### config.mk
export PLATFORM = sky130hd
export DESIGN_NAME = sysctrl_gen
export DESIGN_NICKNAME = d
export VERILOG_FILES = /design/src/rtl/sysctrl_gen.sv
export SDC_FILE = /design/constraint.sdc
export NUM_CORES = 1
export LEC_CHECK = 0
export CELL_PAD_IN_SITES_DETAIL_PLACEMENT = 0
export CELL_PAD_IN_SITES_GLOBAL_PLACEMENT = 1
export CORE_UTILIZATION = 37
export DETAILED_ROUTE_END_ITERATION = 8
export GPL_TIMING_DRIVEN = 1
export PLACE_DENSITY = 0.81
export SYNTH_ARGS = -nofsm -noshare
export SYNTH_HDL_FRONTEND = slang
export SYNTH_SLANG_ARGS = --single-unit
### constraint.sdc
create_clock -name clk -period 9.3 [get_ports clk]
set_clock_uncertainty 0.2 [all_clocks]
set_input_delay 1.86 -clock clk [delete_from_list [all_inputs] [get_ports clk]]
set_output_delay 1.86 -clock clk [all_outputs]
set_load 0.02 [all_outputs]
### src/rtl/sysctrl_gen.sv
// rtl/sysctrl_gen.sv - MCU system-control endpoint: byte-stream command decoder, config slots, interrupts
// Optional SYSCTRL_CFG_READBACK_EN enables command 7 (config slot readback).
module sysctrl_gen #(
  parameter logic [7:0]             CORE_ID   = 8'h01,
  parameter int                     INT_W     = 8,
  parameter int                     NUM_LEDS  = 2,
  parameter int                     NUM_BTNS  = 2,
  parameter int                     CFG_SLOTS = 26,
  parameter logic [CFG_SLOTS*8-1:0] CFG_RST   = '0
) (
  input  logic                   clk,
  input  logic                   reset,
  input  logic                   data_in_strobe,
  input  logic                   data_in_start,
  input  logic [7:0]             data_in,
  output logic [7:0]             data_out,
  input  logic [INT_W-1:0]       int_in,
  output logic                   int_out_n,
  input  logic [NUM_BTNS-1:0]    buttons,
  output logic [NUM_LEDS-1:0]    leds,
  output logic [23:0]            color,
  output logic [CFG_SLOTS*8-1:0] cfg_out,
  output logic                   cfg_wr,
  output logic [4:0]             cfg_wr_id
);

`ifdef SYSCTRL_CFG_READBACK_EN
  localparam logic [7:0] STATUS4 = 8'h82;
`else
  localparam logic [7:0] STATUS4 = 8'h02;
`endif

  logic [3:0]             state_q, state_d;
  logic [7:0]             cmd_q, cmd_d;
  logic [7:0]             id_q, id_d;
  logic [7:0]             data_out_q, data_out_d;
  logic [NUM_LEDS-1:0]    leds_q, leds_d;
  logic [23:0]            color_q, color_d;
  logic [CFG_SLOTS*8-1:0] cfg_q, cfg_d;
  logic                   cfg_wr_q, cfg_wr_d;
  logic [4:0]             cfg_wr_id_q, cfg_wr_id_d;
  logic [INT_W-1:0]       pending_q, pending_d;
  logic [INT_W-1:0]       mask_q, mask_d;
  logic [INT_W-1:0]       int_in_q;

  logic [7:0]       data_rev;
  logic [7:0]       slot_off;
  logic [7:0]       btn_ext;
  logic [7:0]       irq_ext;
  logic [INT_W-1:0] ack;
  logic [INT_W-1:0] rise;

`ifdef SYSCTRL_CFG_READBACK_EN
  function automatic logic [7:0] rd_slot(input logic [7:0] idx, input logic [CFG_SLOTS*8-1:0] tbl);
    logic [7:0] off;
    logic [7:0] val;
    off = idx - 8'h41;
    val = 8'h00;
    for (int n = 0; n < CFG_SLOTS; n++)
      if (off == 8'(n)) val = tbl[n*8 +: 8];
    return val;
  endfunction
`endif

  always_comb begin
    for (int i = 0; i < 8; i++) data_rev[i] = data_in[7-i];
    btn_ext = '0;
    btn_ext[NUM_BTNS-1:0] = buttons;
    irq_ext = '0;
    irq_ext[INT_W-1:0] = pending_q & mask_q;
    // ids below 'A' wrap to large offsets and fall out of range
    slot_off = id_q - 8'h41;
    rise = int_in & ~int_in_q;
  end

  always_comb begin
    state_d     = state_q;
    cmd_d       = cmd_q;
    id_d        = id_q;
    data_out_d  = data_out_q;
    leds_d      = leds_q;
    color_d     = color_q;
    cfg_d       = cfg_q;
    cfg_wr_d    = 1'b0;
    cfg_wr_id_d = cfg_wr_id_q;
    mask_d      = mask_q;
    ack         = '0;
    if (data_in_strobe) begin
      if (data_in_start) begin
        cmd_d      = data_in;
        state_d    = 4'd1;
        data_out_d = 8'h00;
      end else if (state_q != 4'd0) begin
        if (state_q != 4'd15) state_d = state_q + 4'd1;
        case (cmd_q)
          8'h00: begin
            case (state_q)
              4'd1:    data_out_d = 8'h5C;
              4'd2:    data_out_d = 8'h42;
              4'd3:    data_out_d = CORE_ID;
              4'd4:    data_out_d = STATUS4;
              default: data_out_d = 8'h00;
            endcase
          end
          8'h01: if (state_q == 4'd1) leds_d = data_in[NUM_LEDS-1:0];
          8'h02: begin
            case (state_q)
              4'd1:    color_d[15:8]  = data_rev;
              4'd2:    color_d[7:0]   = data_rev;
              4'd3:    color_d[23:16] = data_rev;
              default: ;
            endcase
          end
          8'h03: data_out_d = btn_ext;
          8'h04: begin
            if (state_q == 4'd1) begin
              id_d = data_in;
            end else if (state_q == 4'd2 && slot_off < 8'(CFG_SLOTS)) begin
              for (int n = 0; n < CFG_SLOTS; n++)
                if (slot_off == 8'(n)) cfg_d[n*8 +: 8] = data_in;
              cfg_wr_d    = 1'b1;
              cfg_wr_id_d = slot_off[4:0];
            end
          end
          8'h05: begin
            data_out_d = irq_ext;
            if (state_q == 4'd1) ack = data_in[INT_W-1:0];
          end
          8'h06: if (state_q == 4'd1) mask_d = data_in[INT_W-1:0];
`ifdef SYSCTRL_CFG_READBACK_EN
          8'h07: begin
            if (state_q == 4'd1) begin
              id_d       = data_in;
              data_out_d = rd_slot(data_in, cfg_q);
            end else begin
              id_d       = id_q + 8'd1;
              data_out_d = rd_slot(id_q + 8'd1, cfg_q);
            end
          end
`endif
          default: data_out_d = 8'h00;
        endcase
      end
    end
    // a fresh edge on a bit being acknowledged keeps it pending
    pending_d = (pending_q & ~ack) | rise;
  end

  always_ff @(posedge clk or posedge reset) begin
    if (reset) begin
      state_q     <= '0;
      cmd_q       <= '0;
      id_q        <= '0;
      data_out_q  <= '0;
      leds_q      <= '0;
      color_q     <= '0;
      cfg_q       <= CFG_RST;
      cfg_wr_q    <= 1'b0;
      cfg_wr_id_q <= '0;
      pending_q   <= '0;
      mask_q      <= '1;
      int_in_q    <= '0;
    end else begin
      state_q     <= state_d;
      cmd_q       <= cmd_d;
      id_q        <= id_d;
      data_out_q  <= data_out_d;
      leds_q      <= leds_d;
      color_q     <= color_d;
      cfg_q       <= cfg_d;
      cfg_wr_q    <= cfg_wr_d;
      cfg_wr_id_q <= cfg_wr_id_d;
      pending_q   <= pending_d;
      mask_q      <= mask_d;
      int_in_q    <= int_in;
    end
  end

  assign data_out  = data_out_q;
  assign leds      = leds_q;
  assign color     = color_q;
  assign cfg_out   = cfg_q;
  assign cfg_wr    = cfg_wr_q;
  assign cfg_wr_id = cfg_wr_id_q;
  assign int_out_n = ~|(pending_q & mask_q);

endmodule

# After elaboration in Yosys (flattened, before gate mapping)

Cells that the tools add are included.

Reductions and logical operators: 45
Bitwise operators: 8
Order comparisons: 1
Eq/ne operators: 37
$add $sub $neg: 2
Multiplexer cells: 18

Operators with widths:

| cell                  | number |
|---|---|
| $reduce_and A7 Y1     | 26 |
| $eq A8 B5 Y1 const B  | 10 |
| $eq A8 B4 Y1 const B  | 8 |
| $eq A8 B3 Y1 const B  | 7 |
| $mux W8               | 7 |
| $eq A8 B2 Y1 const B  | 4 |
| $pmux W8 S4           | 1 |
| $reduce_and A5 Y1     | 6 |
| $pmux W7 S4           | 1 |
| $and A8 B8 Y8         | 3 |
| $eq A8 B1 Y1 const B  | 2 |
| $logic_not A8 Y1      | 2 |
| $not A8 Y8            | 2 |
| $mux W4               | 3 |
| $eq A4 B2 Y1 const B  | 2 |
| $lt A8 B5 Y1 const B  | 1 |
| $or A8 B8 Y8          | 1 |
| $reduce_or A8 Y1      | 1 |
| $sub A8 B7 Y8 const B | 1 |
| $mux W1               | 6 |
| $reduce_and A3 Y1     | 2 |
| $reduce_and A6 Y1     | 1 |
| $add A4 B1 Y4 const B | 1 |
| $eq A4 B1 Y1 const B  | 1 |
| other kinds (10)      | 12 |

Bits in registers: 292
Output and inout port bits: 249
Input bits: 22
Word-level logic and storage cells: 150

# Depth between registers and ports, before layout

Gate-level depths: netlist of the first run.

Word-level depth: 9
Depth in mapped cells: 9
Depth with buffers taken out: 7

# Least setup slack after synthesis of the first run

Ideal clock, no wire load.

Path kind: input to register
Start: in data_in_strobe
End: reg cfg_q[67] (netlist: cfg_out[67])
Path buffers: 2
Setup slack: 5.247 ns
Setup time: 0.125 ns
Stages on the path: 7
Arrival: 3.728 ns
Required time: 8.975 ns
Cell sequence: buf_2 -> nor3b_1 -> and4_1 -> clkbuf_4 -> o311ai_4 -> nor3_4 -> mux2_2

Word-level cells in the longest chain between the ends: 1

RTL lines:

| what                               | RTL line | RTL |
|---|---|---|
| from (decl)                        | 13       | `input logic data_in_strobe,` |
| $reduce_and A7 Y1 (no source line) | n/a      |  |
| to (signal assigned)               | 170      | `cfg_q <= cfg_d;` |
| to (decl)                          | 39       | `logic [CFG_SLOTS*8-1:0] cfg_q, cfg_d;` |

Every way passes these cells.
A chain may end at the register's enable or synchronous reset.

# Worst setup path in the final report of the first run

Start: in data_in_start
End: reg cfg_q[75] (netlist: cfg_out[75])

Word-level cells in the longest chain between the ends: 2

RTL lines:

| what                               | RTL line | RTL |
|---|---|---|
| from (decl)                        | 14       | `input logic data_in_start,` |
| $not A1 Y1 (no source line)        | n/a      |  |
| $reduce_and A7 Y1 (no source line) | n/a      |  |

Every way passes these cells.

==> flow_metrics.py, run 1 <==
metrics = {
    "status": {
        "status": "completed",
    },
    "route": {
        "drc": 0,
        "wl_um": 31500,
        "first_pass_iters": 4,
        "drtIter0Drc": 384,
        "ant_nets": 0,
        "wl_per_cell_um": 20.6,
        "num_vias": 7605,
        "viasPerCell": 4.97,
    },
    "cts": {
        "cts_sinks": 292,
        "cts_setup_buffers": 0,
        "clock_path_buffers": 3,
        "cts_tree": "built",
        "cts_inserted_buffers": 31,
        "cts.clk_slew.worst_paths_ps": 60,
        "clkLatencyLatePin_ps": 560,
        "cts-resized-gates": 0,
        "root_buffer": "clkbuf_16",
        "htreeDepth": 1,
        "hold_buffers": 0,
    },
    "global_route": {
        "grt_overflow_total": 0,
        "grt_use_total_pct": 18.8,
        "antenna_found_initial": 0,
        "grt_pass1_vias": 7890,
        "grt_first_pass_wirelength_um": 48600,
        "grt_max_degree": 165,
    },
    "placement": {
        "port_buffers": 270,
        "dp_hpwl_um": 20100,
        "place_inst": 1471,
        "gp_congestion": 0.797,
    },
    "floorplanning": {
        "core_um2": 31900,
        "pin_count": 271,
        "dieArea_um2": 33500,
        "rows": 65,
        "initial_utilization_pct": 38.0,
        "die_h_um": 183,
        "fp.dieW_um": 183,
    },
    "timing": {
        "tightest_slew_ps": 1030,
        "whs_ps": 304,
        "max_slew_margin_pct": 31.1,
        "slew_viol_final": 0,
        "fin_crit_ps": 4510,
        "finalSetupViolations": 0,
        "setup-tns-final_ps": 0,
        "max_freq_mhz": 222,
        "hold_viol_final": 0,
        "finalCritPeriodShare_pct": 48.5,
        "rsz0062_at_grt": "false",
    },
    "yosys": {
        "synth.cell_area_um2": 12100,
        "synth-main-ff-cell": "dfrtp_1",
        "synth_enable_flop_cells": 0,
        "yosysWarningCount": 0,
        "avgSynthCellArea_um2": 15.1,
        "ys_types": 63,
        "synthCells": 804,
        "synth-async-reset-ratio_pct": 100,
        "syn_nets": 835,
        "yosys_register_bits": 292,
        "seq_area_frac_synth_pct": 60.4,
    },
    "finish": {
        "nets": 1100,
        "final.fill_count": 2760,
        "final_util_pct": 51.1,
        "drive_gt1_share_pct": 34.8,
        "final_cell_mix": "dfrtp_1, clkdlybuf4s50_1, mux2_2",
        "final_common_cell": "dfrtp_1",
        "regArea_um2": 7320,
        "final_cells": 1530,
        "syn2layout_area_growth_pct": 34.5,
        "multi_input_area_um2": 4570,
    },
    "power": {
        "ir_drop_uv": 138,
        "power_mw": 2.80,
        "power.density_nw_per_um2": 172,
        "p_leak_nw": 7.36,
    },
    "worst_setup_path": {
        "cp_cell_sequence": "clkdlybuf4s50_1 > nor3b_1 > and4_1 > o311ai_4 > nor3_4 > mux2_2",
        "critical_path_class": "in2reg",
        "worstPathArrival_ps": 4760,
        "cp.required_ps": 9550,
        "endpoint_kind": "register",
        "critPathSlowestCell": "clkdlybuf4s50_1",
        "crit_fanout": 12,
        "cp-start-kind": "primary input",
        "slowest_delay_ps": 620,
    },
    "job": {
        "max-cap-violations": 0,
    },
    "min_path": {
        "holdCritPathClass": "reg2reg",
    },
}
[sequential cells by signal, indices dropped and copies added (netlist names)]
signal     flops
cfg_out      208
color         24
cmd_q          8
data_out       8
id_q           8
int_in_q       8
mask_q         8
pending_q      8
cfg_wr_id      5
state_q        4
leds           2
cfg_wr         1
[final timing paths]
| path | startpoint | endpoint | cells after the start | slack [ps] |
|---|---|---|---|---|
| worst max-delay path | data_in_start | cfg_out[75] | 6 | 4790 |
| worst min-delay path | cfg_out[154] | cfg_out[154] | 1 | 300 |
| worst max register to register | id_q[0] | cfg_out[75] | 7 | 5510 |
| worst min register to register | cfg_out[154] | cfg_out[154] | 1 | 300 |
| max in group asynchronous | reset | cfg_out[117] | 4 | 5770 |
| min in group asynchronous | reset | cfg_out[200] | 3 | 1640 |
[metrics by stage]
stage / worst slack [ps] / area, µm²
after floorplan: 3370 / 12100
after global placement: 4300 / 15200
after detailed placement: 4210 / 15200
after CTS: 4810 / 16300
after global routing: 4640 / 16300
final: 4790 / 16300
[worst max-delay path, delay by kind of cell]
kind	cells	cell delay (ps)
simple gates	3	1480
mux	1	390
compound gates	1	400
buf+inv	1	620
[cells in the mapped netlist, drive strengths merged, types with 7 or more instances]
cell	instances	area, µm²
dfrtp	284	7110
mux2	265	3000
clkbuf	36	139
nor2	25	179
nor3	21	273
nand2	18	67.6
inv	16	60.1
a22o	11	96.3
a21oi	9	48.8
ha	9	113
dfstp	8	210
nor2b	7	43.8
o21ai	7	35.0
[final cells by class]
cell class / instances / area share, %
Antenna cell: 1 / 0.0154
Clock buffer: 43 / 5.59
Clock inverter: 15 / 1.14
Inverter: 16 / 0.392
Multi-Input combinational cell: 455 / 28.1
Sequential cell: 292 / 44.9
Tap cell: 435 / 3.34
Timing Repair Buffer: 273 / 16.6
[logic make-up (layout without fill, tap and decap cells)]
group	count (synthesis)	in the layout	share of synthesized area, %
other	0	1	0
xor gates and xnor gates	6	6	0.434
muxes	267	267	24.9
DFF	292	292	60.4
and+or+nand+nor	114	114	7.19
buffers and inverters	57	347	1.90
adders and majority gates	9	9	0.929
AOI/OAI and AO/OA	59	59	4.29
[power by group]
part	total, mW	switching, mW	internal (mW)
registers	1.32	0.0271	1.29
clock network	1.30	0.507	0.792
logic	0.188	0.124	0.0636
total	2.80	0.658	2.15
[routing by layer]
metal | wire length [µm] | vias to the layer above | global-route usage, %
li1 | - | 3429 | -
met1 | 13800 | 3919 | 25.2
met2 | 15200 | 210 | 30.9
met3 | 1790 | 47 | 4.03
met4 | 755 | 0 | 4.97
met5 | 0 | - | 0
(Power assumes the default switching activity.)
==> run 2: changes to the inputs <==
CORE_UTILIZATION = 41   (was 37)
PLACE_DENSITY = 0.84   (was 0.81)
clock period = 4.3 ns   (was 9.3 ns; I/O delays follow)
==> run 2 against run 1 <==
- sequential power grew 120%
- register-to-register slack got worse by 4700 ps
- critical endpoint is now cfg_out[70]
- first-iteration DRC count is 13% lower
- worst setup slack lost 4000 ps
- via count up 2.4%
- critical path type is now reg2reg
- sequential share of layout area increased by 0.15 points
- largest power group unchanged
==> flow_metrics.py, run 2 (same netlist as run 1, synthesis figures left out) <==
metrics = {
    "timing": {
        "fin_crit_ps": 3470,
        "fin_ws_ps": 825,
        "tightest_slew_ps": 977,
        "slew_viol_final": 0,
        "rsz0062_at_grt": "false",
        "finalCritPeriodShare_pct": 80.8,
        "max_freq_mhz": 288,
        "hold_viol_final": 0,
        "max_slew_margin_pct": 34.8,
        "finalSetupViolations": 0,
    },
    "cts": {
        "cts_inserted_buffers": 31,
        "root_buffer": "clkbuf_16",
        "hold_buffers": 0,
        "cts.clk_slew.worst_paths_ps": 60,
        "cts_setup_buffers": 0,
        "cts-resized-gates": 0,
        "clkLatencyLatePin_ps": 550,
        "htreeDepth": 1,
        "clock_path_buffers": 3,
        "cts_sinks": 292,
        "cts_tree": "built",
    },
    "floorplanning": {
        "core_um2": 28900,
        "fp.dieW_um": 174,
        "dieArea_um2": 30200,
        "pin_count": 271,
        "die_h_um": 174,
        "initial_utilization_pct": 42.0,
        "rows": 62,
    },
    "worst_setup_path": {
        "critical_path_class": "reg2reg",
        "endpoint_kind": "register",
        "critPathSlowestCell": "nor3_4",
        "reg2reg_from": "id_q[0]",
        "slowest_delay_ps": 570,
        "cp.required_ps": 4530,
        "cp-start-kind": "register",
        "r2r_end": "cfg_out[70]",
        "crit_fanout": 11,
        "worstPathArrival_ps": 3700,
        "cp_cell_sequence": "inv_1 > ha_1 > nor2b_1 > and4b_1 > o311ai_4 > nor3_4 > mux2_2",
        "ff2ff_path_depth": 7,
        "r2r_slack_ps": 830,
    },
    "power": {
        "power.density_nw_per_um2": 366,
        "ir_drop_uv": 286,
        "p_leak_nw": 7.38,
    },
    "route": {
        "drtIter0Drc": 333,
        "first_pass_iters": 4,
        "num_vias": 7787,
        "ant_nets": 0,
        "drc": 0,
        "wl_per_cell_um": 21.2,
        "viasPerCell": 5.25,
        "wl_um": 31500,
    },
    "global_route": {
        "antenna_found_initial": 0,
        "grt_overflow_total": 0,
        "grt_use_total_pct": 20.9,
        "grt_first_pass_wirelength_um": 48800,
        "grt_pass1_vias": 7961,
        "grt_max_degree": 103,
    },
    "min_path": {
        "holdCritPathClass": "reg2reg",
        "hold_path_startpoint": "data_out[4]",
        "hold_end": "data_out[4]",
        "holdPathStages": 1,
    },
    "job": {
        "max-cap-violations": 0,
    },
    "finish": {
        "final_cells": 1483,
        "final_util_pct": 56.3,
        "drive_gt1_share_pct": 34.8,
        "num_antenna_cells": 0,
        "syn2layout_area_growth_pct": 34.0,
        "final_common_cell": "dfrtp_1",
        "largest_reg_flops": 208,
        "final_cell_mix": "dfrtp_1, clkdlybuf4s50_1, mux2_2",
        "nets": 1107,
    },
    "placement": {
        "dp_hpwl_um": 20100,
        "dp_slack_ps": 319,
        "place_inst": 1427,
        "gp_congestion": 0.831,
        "port_buffers": 270,
    },
    "status": {
        "status": "completed",
    },
}
[run 2: cell type report]
type / count / area [µm²]
clock buffer: 43 / 881
clock inverter: 13 / 146
fill: 2360 / 12600
inverter: 16 / 63.8
multi-input combinational: 455 / 4570
sequential: 292 / 7320
tap: 384 / 480
timing repair buffer: 280 / 2780
[run 2: routing by layer]
metal | track usage [%] | vias to the layer above | wire length, µm
li1 | - | 3448 | -
met1 | 28.9 | 4053 | 14000
met2 | 34.0 | 240 | 14900
met3 | 3.92 | 46 | 1900
met4 | 4.90 | 0 | 623
met5 | 0 | - | 0
[run 2: power breakdown]
| group | total [mW] | switching, mW | internal [mW] |
|---|---|---|---|
| clock | 2.68 | 1.08 | 1.60 |
| sequential | 2.84 | 0.0517 | 2.79 |
| combinational | 0.419 | 0.272 | 0.148 |
[run 2: worst max-delay path by stage]
stage              startpoint           to  slack [ps]  depth (start not counted)
2_1_floorplan           reset   cfg_out[0]        -630                          1
3_3_place_gp   data_in_strobe  cfg_out[70]         410                          6
3_5_place_dp   data_in_strobe  cfg_out[70]         320                          6
4_1_cts               id_q[0]  cfg_out[70]         830                          7
5_1_grt               id_q[0]  cfg_out[70]         640                          7
6_report              id_q[0]  cfg_out[70]         830                          7
[run 2: through the flow]
stage	hold WS (ps)	TNS, ps	area (µm²)	power [mW]
finish	299	0	16200	5.94
global route	318	0	16200	6.17
CTS	302	0	16200	6.01
detailed placement	284	0	15200	3.31
global placement	272	0	15200	3.31
floorplan	266	-178530	12100	3.16
[run 2: worst max-delay path: cells and delay by family, from the launching register on]
kind                     cells  cell delay, ps
AND/OR/NAND/NOR              3            1510
flip-flops                   1             520
multiplexers                 1             410
AO/OA/AOI/OAI                1             330
buffers and inverters        1             190
adder cells (fa/ha/maj)      1             190
==> run 3: changes to the inputs <==
CORE_UTILIZATION = 37   (was 41)
PLACE_DENSITY = 0.81   (was 0.84)
clock period = 2.9 ns   (was 4.3 ns; I/O delays follow)
==> run 3 against run 2 <==
- sequential share of layout area is 2.4 points lower
- hold slack worse by 150 ps
- flip-flop and latch count stayed put
- power is 46% higher
- critical path depth is 3 lower
- worst setup slack worse by 720 ps
- clock-buffer cell count is 4 higher
- sequential power is 48% higher
- final area is 5.6% higher
- utilization is 2.5 points lower
- combinational power is 70% higher
- largest cell class unchanged
==> flow_metrics.py, run 3 (same netlist as run 1, synthesis figures left out) <==
metrics = {
    "status": {
        "status": "completed",
    },
    "worst_setup_path": {
        "worstPathArrival_ps": 2010,
        "path_delay_family": "buffers and inverters",
        "critical_path_class": "reg2out",
        "ff2ff_path_depth": 10,
        "cp.buffers_inverters": 1,
        "cp_cell_sequence": "a22oi_1 > nand2_1 > nor2_1 > clkdlybuf4s50_1",
        "slowest_delay_ps": 620,
        "crit_fanout": 3,
        "r2r_slack_ps": 140,
        "critPathSlowestCell": "clkdlybuf4s50_1",
        "cp.required_ps": 2120,
        "endpoint_kind": "primary output",
        "cp-start-kind": "register",
        "reg2reg_from": "id_q[0]",
        "r2r_end": "cfg_out[171]",
    },
    "cts": {
        "hold_buffers": 0,
        "cts_tree": "built",
        "root_buffer": "clkbuf_16",
        "clock_path_buffers": 3,
        "cts.clk_slew.worst_paths_ps": 60,
        "htreeDepth": 1,
        "cts_inserted_buffers": 31,
        "cts_sinks": 292,
        "clkLatencyLatePin_ps": 550,
    },
    "timing": {
        "finalCritPeriodShare_pct": 96.2,
        "fin_ws_ps": 109,
        "rsz0062_at_grt": "false",
        "tightest_slew_ps": 904,
        "fin_crit_ps": 2790,
        "finalSetupViolations": 0,
        "slew_viol_final": 0,
        "whs_ps": 154,
        "setup-tns-final_ps": 0,
        "max_freq_mhz": 358,
        "max_slew_margin_pct": 39.7,
        "hold_viol_final": 0,
    },
    "route": {
        "first_pass_iters": 4,
        "drc": 0,
        "wl_per_cell_um": 19.8,
        "num_vias": 8001,
        "wl_um": 31800,
        "drtIter0Drc": 298,
        "viasPerCell": 4.99,
        "ant_nets": 0,
    },
    "placement": {
        "gp_congestion": 0.831,
        "dp_hpwl_um": 21900,
        "port_buffers": 270,
        "dp_slack_ps": -238,
    },
    "min_path": {
        "holdCritPathClass": "in2async",
    },
    "finish": {
        "syn2layout_area_growth_pct": 41.6,
        "num_antenna_cells": 0,
        "final_cell_mix": "dfrtp_1, clkdlybuf4s50_1, mux2_2",
        "drive_gt1_share_pct": 38.8,
        "largest_reg_flops": 208,
        "nets": 1179,
        "final_common_cell": "dfrtp_1",
        "final_util_pct": 53.8,
    },
    "floorplanning": {
        "fp.dieW_um": 183,
        "initial_utilization_pct": 38.0,
        "core_um2": 31900,
        "dieArea_um2": 33500,
        "pin_count": 271,
        "die_h_um": 183,
        "rows": 65,
    },
    "global_route": {
        "grt_max_degree": 92,
        "grt_overflow_total": 0,
        "grt_pass1_vias": 8256,
        "antenna_found_initial": 0,
        "grt_first_pass_wirelength_um": 49500,
        "grt_use_total_pct": 19.0,
    },
    "power": {
        "power.density_nw_per_um2": 505,
        "power_mw": 8.67,
        "ir_drop_uv": 516,
        "p_leak_nw": 7.80,
    },
    "job": {
        "max-cap-violations": 0,
    },
}
run 3: how the worst max path moves through the flow:
stage                   start            to  cells past startpoint
3_3_place_gp   data_in_strobe  cfg_out[161]                     10
6_report         pending_q[3]     int_out_n                      4
3_5_place_dp   data_in_strobe   cfg_out[71]                     10
4_1_cts               id_q[0]  cfg_out[206]                      9
5_1_grt               id_q[0]  cfg_out[166]                     10
2_1_floorplan           reset    cfg_out[0]                      1
run 3: cell type report:
class,count,area [µm²]
Inverter,16,63.8
Tap cell,435,544
Sequential cell,292,7320
Clock inverter,8,51.3
Multi-Input combinational cell,455,4580
Fill cell,2713,14700
Timing Repair Buffer,352,3680
Clock buffer,47,926
run 3: through the flow:
step | instance area, µm² | std cells
2_1_floorplan | 12100 | 804
3_3_place_gp | 16200 | 1549
3_5_place_dp | 16200 | 1549
4_1_cts | 17100 | 1604
5_1_grt | 17200 | 1605
6_report | 17200 | 1605
run 3: power by group:
part	switching [mW]	total, mW	internal (mW)
logic	0.437	0.712	0.275
clock network	1.57	3.75	2.18
registers	0.0637	4.20	4.14
run 3: worst register-to-register path, delay by kind of cell, from the launching register on:
family | cells | cell delay (ps)
and+or+nand+nor | 3 | 740
buffers and inverters | 4 | 570
DFF | 1 | 350
AOI/OAI and AO/OA | 1 | 190
muxes | 1 | 340
adders and majority gates | 1 | 220
run 3: what timing repair did:
item / 4_1_cts / 5_1_grt
gates resized for setup: 0 / 1
setup endpoints to repair: 0 / 37
buffers inserted: 0 / 1
run 3: layer usage:
layer | global-route usage [%] | vias up | part of all wire, % | wire length [µm]
met3 | 3.67 | 48 | 6.2 | 1980
met4 | 5.23 | 0 | 2.5 | 802
met5 | 0 | - | 0 | 0
met1 | 26.1 | 4137 | 44 | 14000
met2 | 30.8 | 235 | 47 | 15000
li1 | - | 3581 | - | -
